### src/rtl/card_shoe.sv
// card_shoe: draws cards without replacement from NUM_DECKS decks over a four-phase req/ack handshake.
// Define CARD_SHOE_FORCE_EN to add force_en/force_rank candidate override.
module card_shoe #(
    parameter int         NUM_DECKS = 1,
    parameter logic [7:0] LFSR_SEED = 8'hA5
) (
    input  logic       clk,
    input  logic       reset,
    input  logic       draw_req,
    input  logic       shuffle,
`ifdef CARD_SHOE_FORCE_EN
    input  logic       force_en,
    input  logic [3:0] force_rank,
`endif
    output logic       card_ack,
    output logic [3:0] card_rank,
    output logic [3:0] card_value,
    output logic       shoe_empty,
    output logic [8:0] cards_left,
    output logic       busy
);
    typedef enum logic [2:0] {IDLE, SHUF, PICK, PROBE, ACK} state_t;

    localparam logic [5:0] FULL  = 6'(4 * NUM_DECKS);
    localparam logic [8:0] TOTAL = 9'(52 * NUM_DECKS);

    state_t     state;
    logic [7:0] lfsr;
    logic [5:0] count [16];
    logic [3:0] cand, lfsr_rank, pick_rank, next_cand, cand_value;

    assign lfsr_rank  = lfsr[3:0] == 4'd0  ? 4'd13 :
                        lfsr[3:0] == 4'd14 ? 4'd1  :
                        lfsr[3:0] == 4'd15 ? 4'd2  : lfsr[3:0];
`ifdef CARD_SHOE_FORCE_EN
    assign pick_rank  = (force_en && force_rank >= 4'd1 && force_rank <= 4'd13) ? force_rank : lfsr_rank;
`else
    assign pick_rank  = lfsr_rank;
`endif
    assign next_cand  = cand == 4'd13 ? 4'd1 : cand + 4'd1;
    assign cand_value = cand > 4'd10 ? 4'd10 : cand;

    always_ff @(posedge clk) begin
        lfsr <= reset ? LFSR_SEED : {lfsr[6:0], lfsr[7] ^ lfsr[5] ^ lfsr[4] ^ lfsr[3]};
        if (reset) begin
            state      <= IDLE;
            for (int i = 0; i < 16; i++) count[i] <= FULL;
            cards_left <= TOTAL;
            card_ack   <= 1'b0;
            card_rank  <= 4'd0;
            card_value <= 4'd0;
            shoe_empty <= 1'b0;
            busy       <= 1'b0;
            cand       <= 4'd1;
        end else begin
            case (state)
                IDLE: begin
                    if (shuffle) begin
                        state <= SHUF;
                        busy  <= 1'b1;
                    end else if (draw_req && cards_left == 9'd0) begin
                        state      <= ACK;
                        busy       <= 1'b1;
                        card_ack   <= 1'b1;
                        shoe_empty <= 1'b1;
                        card_rank  <= 4'd0;
                        card_value <= 4'd0;
                    end else if (draw_req) begin
                        state <= PICK;
                        busy  <= 1'b1;
                    end
                end
                SHUF: begin
                    for (int i = 0; i < 16; i++) count[i] <= FULL;
                    cards_left <= TOTAL;
                    state      <= IDLE;
                    busy       <= 1'b0;
                end
                PICK: begin
                    cand  <= pick_rank;
                    state <= PROBE;
                end
                PROBE: begin
                    // cards_left > 0 guarantees a hit within 13 probes
                    if (count[cand] != 6'd0) begin
                        count[cand] <= count[cand] - 6'd1;
                        cards_left  <= cards_left - 9'd1;
                        card_rank   <= cand;
                        card_value  <= cand_value;
                        shoe_empty  <= 1'b0;
                        card_ack    <= 1'b1;
                        state       <= ACK;
                    end else begin
                        cand <= next_cand;
                    end
                end
                ACK: begin
                    if (!draw_req) begin
                        card_ack <= 1'b0;
                        busy     <= 1'b0;
                        state    <= IDLE;
                    end
                end
                default: state <= IDLE;
            endcase
        end
    end
endmodule

### config.mk
export PLATFORM = sky130hd
export DESIGN_NAME = card_shoe
export DESIGN_NICKNAME = d
export VERILOG_FILES = /design/src/rtl/card_shoe.sv
export SDC_FILE = /design/constraint.sdc
export NUM_CORES = 1
export LEC_CHECK = 0
export ABC_AREA = 1
export CELL_PAD_IN_SITES_DETAIL_PLACEMENT = 0
export CELL_PAD_IN_SITES_GLOBAL_PLACEMENT = 2
export CORE_ASPECT_RATIO = 1.4
export CORE_MARGIN = 2
export CORE_UTILIZATION = 41
export DETAILED_ROUTE_END_ITERATION = 8
export PLACE_DENSITY_LB_ADDON = 0.05
export SYNTH_ARGS = -nofsm -noshare
export SYNTH_HDL_FRONTEND = slang
export SYNTH_SLANG_ARGS = --single-unit
### constraint.sdc
create_clock -name clk -period 5.1 [get_ports clk]
set_input_delay 1.02 -clock clk [delete_from_list [all_inputs] [get_ports clk]]
set_output_delay 1.02 -clock clk [all_outputs]
set_load 0.05 [all_outputs]
==> impl_metrics.py <==
metrics = {
    "outcome": {
        "status": "completed",
    },
    "timing": {
        "final-hold-violation-count": 0,
        "tns_ns": 0,
        "max_slew_margin": 0.405,
        "tightest_slew_ns": 0.890,
        "min_period_ns": 3.80,
        "skew_ns": 0.0119,
        "setup-violations-final": 0,
        "clock.fmax_mhz": 263,
        "rsz0062_at_grt": "false",
        "fin_crit_sh": 0.745,
        "whs_ns": 0.412,
        "setup_ws_ns": 1.30,
        "finalMaxSlewViolations": 0,
    },
    "power": {
        "power_density_nw_per_um2": 421,
        "totalPowerFinal_mw": 3.08,
        "seqPwrFrac": 0.417,
        "p_leak_nw": 2.90,
        "combPwrFrac": 0.173,
        "netSwitchingFraction": 0.294,
        "pwr-share-clk": 0.410,
        "p_int_mw": 2.18,
        "peakVddDrop_v": 0.000227,
        "p_switching_mw": 0.905,
    },
    "critical_path": {
        "worstPathMaxFanout": 33,
        "slowest_stage": "inv_2",
        "worstSetupPathType": "register to register",
        "end_kind": "register",
        "crit_chain": "inv_2 -> o21ai_0 -> o221ai_1 -> nand3_1 -> nand2_2 -> inv_1 -> ha_1 -> nand3_1 -> nor2_2 -> nand2_4 -> nand3_4 -> nor2_4 -> nand2_1 -> nand2_1",
        "critPathLaunchType": "register",
        "r2r_cells": 14,
        "cp_data_arrival_time_ns": 3.89,
        "worstPathRequired_ns": 5.19,
        "cpPeakStageDelay_ns": 0.53,
    },
    "cells_and_area": {
        "nets": 753,
        "fin_area_um2": 7320,
        "most-common-layout-cells": "152 x nor2_1, 139 x nand2_1, 96 x edfxtp_1",
        "antennaDiodeCount": 0,
        "fillCellCount": 1513,
        "drive_above_1_share": 0.0659,
        "area_growth_pct": 14.6,
        "mostFrequentLayoutCell": "nor2_1",
    },
    "floorplanning": {
        "die-height_um": 152,
        "io_pins": 24,
        "die_width_um": 110,
        "coreArea_um2": 15400,
        "num_rows": 54,
        "dieArea_um2": 16600,
        "initial_core_util": 0.415,
    },
    "logic_synthesis": {
        "ys.flop_type": "edfxtp_1",
        "avgSynthCellArea_um2": 8.69,
        "yosysSeqAreaShare": 0.573,
        "synth_nets": 742,
        "yosys_warnings": 0,
        "synth-seq-cells": 135,
        "yosys.cell_types.count": 37,
        "syn_area_um2": 6390,
        "postSynthCellCount": 735,
        "synth-async-reset-ratio": 0,
        "synth_edf_count": 96,
    },
    "place": {
        "pre_cts_slack_ns": 1.26,
        "routabilityCongestion": 0.830,
        "io_buffer_count": 23,
        "place_area_um2": 6710,
        "dp_hpwl_mm": 11.7,
    },
    "global_routing": {
        "grt_max_degree": 58,
        "grt_pass1_vias": 4840,
        "track_usage": 0.215,
        "antenna_found_initial": 0,
        "grt_pass1_wl_mm": 26.0,
        "grt_overflow": 0,
    },
    "route": {
        "first_pass_iters": 5,
        "drtIter0Drc": 331,
        "wl_mm": 16.9,
        "wl_met3_um": 468,
        "num_vias": 4908,
        "m1WireLength_mm": 6.62,
        "wl_per_cell_um": 17.7,
        "drc_errors": 0,
        "route.met2.wl_mm": 9.43,
        "detail-route-antenna-nets": 0,
        "vias_per_cell": 5.14,
        "top_layer_used": "met4",
    },
    "clock_tree": {
        "clkLatencyLatePin_ns": 0.41,
        "clkSinkCount": 135,
        "cts_htree_levels": 4,
        "clk_pin_slew_ns": 0.06,
        "clockBufferDepth": 2,
        "hold_buffers": 0,
        "cts_tree": "yes",
        "cts_resized": 0,
        "numCtsBuffers": 17,
        "cts_setup_buffers": 0,
        "clockRootBuffer": "clkbuf_16",
    },
    "min_path": {
        "holdCritPathClass": "register to register",
        "worstHoldPathCells": 1,
    },
    "job": {
        "maxCapViolCount": 0,
    },
}
## registers in the layout, indices dropped and copies added, names as in the netlist, named ones only
| name | count |
|---|---|
| cards_left | 9 |
| lfsr | 8 |
| count | 96 |
| cand | 4 |
| shoe_empty | 1 |
| card_value | 4 |
| card_ack | 1 |
| state | 3 |
| busy | 1 |
| card_rank | 4 |
## metrics by stage
step           std cells   util
2_1_floorplan        735      -
3_3_place_gp         923  0.436
3_5_place_dp         923  0.436
4_1_cts              955  0.475
5_1_grt              955  0.475
6_report             955  0.475
## power groups by stage
stage	Clock [mW]	Combinational, mW	Sequential (mW)
2_1_floorplan	0	0.348	1.31
3_3_place_gp	0	0.526	1.31
3_5_place_dp	0	0.535	1.31
4_1_cts	1.28	0.537	1.29
5_1_grt	1.33	0.578	1.29
6_report	1.26	0.532	1.29
## metal layers
metal | vias up | GRT usage
met5 | - | 0
met4 | 0 | 0.0791
met2 | 90 | 0.408
met3 | 24 | 0.0287
li1 | 2463 | -
met1 | 2331 | 0.239
## layout make-up
cell class / instances / area, µm² / share of cell area
well taps: 196 / 245 / 0.0335
clock inverters: 14 / 181 / 0.0248
clock buffers: 18 / 429 / 0.0586
flip-flops and latches: 135 / 3660 / 0.500
multi-input cells: 499 / 2300 / 0.313
inverters: 66 / 248 / 0.0338
repair buffers: 27 / 260 / 0.0355
## kinds of logic (layout without fill, tap and decap cells)
group | after synthesis | after routing | synth area share
AND/OR/NAND/NOR | 397 | 397 | 0.263
flip-flops | 135 | 135 | 0.573
buffers and inverters | 101 | 125 | 0.0672
AO/OA/AOI/OAI | 91 | 91 | 0.0793
XOR/XNOR | 8 | 8 | 0.0110
adder cells (fa/ha/maj) | 3 | 3 | 0.00588
## synth_stat cells, drive strengths merged, types with 2 or more instances
master	number	area (µm²)
nor2	158	623
nand2	143	552
edfxtp	96	2880
nand3	83	428
inv	65	244
o21ai	40	200
dfxtp	39	781
a21oi	33	165
buf	18	116
clkbuf	17	65.1
nand4	8	50.1
o211ai	8	60.1
xor2	6	52.6
o221ai	4	35.0
ha	3	37.5
nor3	2	10.0
or2	2	12.5
xnor2	2	17.5
## critical path: cells and delay by family (launching register included)
family / cells / cell delay [ns]
and+or+nand+nor: 9 / 1.64
buffers and inverters: 2 / 0.72
DFF: 1 / 0.50
AOI/OAI and AO/OA: 2 / 0.39
adders and majority gates: 1 / 0.22
## worst paths after layout
path	startpoint	end	slack (ns)
max	register	count[1][3]	1.30
min	lfsr[6]	lfsr[7]	0.41
max reg2reg	register	count[1][3]	1.30
min reg2reg	lfsr[6]	lfsr[7]	0.41
No activity file was read; power rests on OpenSTA's default activity.
